$ cat src/rtl/arb2_4b.sv
// rtl/arb2_4b.sv - two-requester round-robin arbiter feeding a single-entry output buffer
module arb2_4b #(
    parameter int nbits = 4
) (
    input  logic             clk,
    input  logic             reset,
    input  logic             in0_val,
    output logic             in0_rdy,
    input  logic [nbits-1:0] in0_data,
    input  logic             in1_val,
    output logic             in1_rdy,
    input  logic [nbits-1:0] in1_data,
    output logic             out_val,
    input  logic             out_rdy,
    output logic [nbits-1:0] out_data,
    output logic             sel,
    output logic             prio
);

    typedef enum logic {
        EMPTY = 1'b0,
        FULL  = 1'b1
    } state_t;

    state_t           state;
    state_t           state_next;
    logic [nbits-1:0] buf_data;
    logic [nbits-1:0] buf_data_next;
    logic             prio_next;
    logic             grant1;
    logic             can_accept;
    logic             xfer_in;
    logic             xfer_out;

    always_ff @(posedge clk or negedge reset) begin
        if (!reset) begin
            state    <= EMPTY;
            buf_data <= '0;
            prio     <= 1'b0;
        end else begin
            state    <= state_next;
            buf_data <= buf_data_next;
            prio     <= prio_next;
        end
    end

    always_comb begin
        state_next    = state;
        buf_data_next = buf_data;
        prio_next     = prio;

        // Requester 1 wins when alone, or when both ask and it holds priority.
        grant1     = in1_val & (~in0_val | prio);
        can_accept = (state == EMPTY) | out_rdy;

        sel     = grant1;
        // Ready is suppressed while reset is held so no handshake can complete.
        in0_rdy = reset & in0_val & ~grant1 & can_accept;
        in1_rdy = reset & grant1 & can_accept;

        xfer_in  = in0_rdy | in1_rdy;
        xfer_out = (state == FULL) & out_rdy;

        case (state)
            EMPTY:   if (xfer_in) state_next = FULL;
            FULL:    if (xfer_out && !xfer_in) state_next = EMPTY;
            default: state_next = EMPTY;
        endcase

        if (xfer_in) begin
            buf_data_next = grant1 ? in1_data : in0_data;
            prio_next     = ~grant1;
        end
    end

    assign out_val  = (state == FULL);
    assign out_data = buf_data;

endmodule

$ cat config.mk
export PLATFORM = sky130hd
export DESIGN_NAME = arb2_4b
export DESIGN_NICKNAME = d
export VERILOG_FILES = /design/src/rtl/arb2_4b.sv
export SDC_FILE = /design/constraint.sdc
export NUM_CORES = 1
export LEC_CHECK = 0
export ABC_AREA = 1
export CORE_AREA = 2 2 39 41
export CTS_CLUSTER_SIZE = 24
export DETAILED_ROUTE_END_ITERATION = 8
export DIE_AREA = 0 0 41 43
export PLACE_DENSITY = 0.7
export SYNTH_ARGS = -nofsm -noshare
export SYNTH_HDL_FRONTEND = slang
export SYNTH_SLANG_ARGS = --single-unit
$ cat constraint.sdc
create_clock -name clk -period 1.1 [get_ports clk]
set_clock_uncertainty 0.2 [all_clocks]
set_input_delay 0.165 -clock clk [delete_from_list [all_inputs] [get_ports clk]]
set_output_delay 0.165 -clock clk [all_outputs]
set_load 0.02 [all_outputs]
==> impl_metrics.py <==
metrics = {
    "timing": {
        "layout_setup_ws_ps": -370.3,
        "timing.hold.ws_ps": 232.7,
        "setup_viol": 15,
        "post-route-period-util_pct": 133.7,
        "hold_viol_final": 0,
        "fmax_mhz": 680.1,
        "fin_crit_ps": 1470,
        "rsz0062_at_grt": "yes",
        "tightest_slew_ps": 189.4,
        "slew_headroom_pct": 87.37,
        "drv_slew": 0,
    },
    "global_route": {
        "grt.total_usage_pct": 14.89,
        "globalRouteOverflowTotal": 0,
        "grt_max_degree": 8,
        "grt_pass1_wl_um": 1718,
        "grt_pass1_vias": 448,
        "antenna_found_initial": 0,
    },
    "power": {
        "internal_power_w": 0.0007128,
        "p_sw_share_pct": 35.88,
        "power.density_nw_per_um2": 1473,
        "power_w": 0.001112,
        "share_seq_of_total_power_pct": 30.1,
        "p_clk_share_pct": 18.0,
        "switchingPower_w": 0.0003989,
        "vdd_ir_drop_max_mv": 0.6946,
        "p_leak_nw": 0.4159,
        "comb_power_share_pct": 51.8,
    },
    "yosys": {
        "yosysSeqAreaShare_pct": 42.40,
        "synth_fp_nets": 61,
        "yosys_register_bits": 6,
        "syn-instance-count": 48,
        "synth_area_um2": 354.1,
        "syn_avg_cell_area_um2": 7.377,
        "synth.distinct_cells": 11,
        "ys_warn_count": 0,
    },
    "floorplanning": {
        "fp-row-count": 14,
        "initial_core_util_pct": 25.59,
        "num_io_pins": 22,
        "design.core.area_um2": 1384,
        "dieArea_um2": 1763,
        "die_y_um": 43,
        "die_x_um": 41,
    },
    "place": {
        "pre_cts_ws_ps": -935.9,
        "hpwlAfterDp_um": 805.6,
        "place_congestion": 0.7273,
        "place.port_buffers": 21,
        "place_inst": 94,
    },
    "drt": {
        "drc": 0,
        "via_per_inst": 4.408,
        "drt-wirelength-per-cell_um": 10.78,
        "dr.pass1.iters": 4,
        "routed_wirelength_um": 1110,
        "ant_nets": 0,
        "vias": 454,
        "dr.first_iter.drc_count": 5,
    },
    "clocking": {
        "clk_pin_slew_ps": 50,
        "cts_inserted_buffers": 3,
        "cts_buffer_depth": 2,
        "cts_tree": "done",
        "clock_latency_ps": 240,
        "h-tree-depth": 1,
        "clockRootBuffer": "clkbuf_4",
        "cts.sink_count": 6,
    },
    "worst_setup_path": {
        "crit_path_end_kind": "output pin",
        "start_kind": "flip-flop",
        "cpLargestDelayFamily": "flip-flops",
        "crit_arrival_ps": 1110,
        "worstPathRequired_ps": 730,
        "cp_max_fo": 3,
        "crit_type": "reg -> out",
        "crit_chain": "inv_2 -> nor2_4 -> nor2_4 -> nand2_4 -> inv_2 -> buf_6",
        "critPathMaxStageDelay_ps": 420,
        "cp_slowest_cell": "dfrtp_2",
        "path_buf_inv": 3,
    },
    "run": {
        "max-cap-violations": 0,
    },
    "worst_hold_path": {
        "hold_path.class": "in -> reg",
    },
    "finish": {
        "final_cell_count_no_fill": 103,
        "area_growth_pct": 113.1,
        "final_common_cell": "nand2_1",
        "layout_common_cells": "21 x nand2_1, 14 x buf_4, 8 x clkdlybuf4s50_1",
        "drive_gt1_share_pct": 47.13,
        "diodes": 0,
        "nNetsFinal": 102,
    },
    "run_status": {
        "violations": "setup timing",
        "status": "finished, violations left",
    },
}
## cells by family (layout without fill, tap and decap cells)
logic type      after synthesis  in the layout  synth area share (%)
compound gates                3              3                 8.125
buf+inv                       6             45                 6.360
flops                         6              6                 42.40
simple gates                 33             33                 43.11
## layer usage
metal  vias up  share of wire, %  global-route usage, %
li1        227                 -                      -
met1       213                37                  14.57
met2        14                56                  25.62
met3         0               6.7                  4.712
met4         0                 0                  8.000
met5         -                 0                      0
## cell type report
cell class              instances  area [um^2]
flip-flops and latches          6        152.6
fillers                       133        629.4
multi-input cells              36        212.7
clock buffers                   3        22.52
well taps                      16        20.02
repair buffers                 36        319.1
inverters                       6        27.53
## power groups by stage
stage | Combinational [W] | Sequential (W) | Clock (W)
floorplan | 0.000158 | 0.000398 | 0
global route | 0.000624 | 0.000337 | 0.000230
detailed placement | 0.000514 | 0.000322 | 0
global placement | 0.000509 | 0.000321 | 0
finish | 0.000576 | 0.000335 | 0.000201
CTS | 0.000572 | 0.000333 | 0.000211
## worst register-to-register path, stage by stage (launching register included)
cell and delay (ps):
dfrtp_2 420, inv_4 80, a21boi_4 70, buf_4 140
buf_4 130, nand2_1 50, nand2_1 40, nand2_1 60
nand2_1 60
## per-stage QoR
step | TNS, ps | util (%) | instance area, um^2
after floorplan | -1992 | - | 364.1
after global placement | -6772 | 47.83 | 661.9
after detailed placement | -6924 | 47.83 | 661.9
after CTS | -2627 | 53.71 | 743.2
after global routing | -3215 | 54.52 | 754.5
final | -2590 | 54.52 | 754.5
## registers in the layout, summed over array words and instances, names as in the netlist
name,flops
prio,1
out_val,1
out_data,4
## what timing repair did
action / CTS / global route
hold endpoints to repair: 6 / 0
hold buffers: 1 / 0
buffers inserted: 5 / 3
resized for setup: 60 / 3
pin swaps: 7 / 3
setup endpoints to repair: 15 / 15
## cell usage after synthesis (all sizes together)
cell type | n | share of area (%)
o21ai | 1 | 1.4
inv | 6 | 6.4
nand3b | 1 | 2.1
dfrtp | 6 | 42
a21boi | 1 | 5.3
nand3 | 4 | 5.7
nor2 | 2 | 2.1
nand2 | 26 | 33
a21oi | 1 | 1.4
## final timing paths
path	start	to	slack (ps)	cells after the start
hold / removal	out_rdy	out_val	230	3
setup reg to reg	prio	out_data[2]	-260	8
setup / recovery	out_val	in0_rdy	-370	6
max in group asynchronous	reset	prio	220	3
min in group asynchronous	reset	out_data[1]	350	3
hold reg to reg	out_data[0]	out_data[0]	340	2
(Power assumes the default switching activity.)
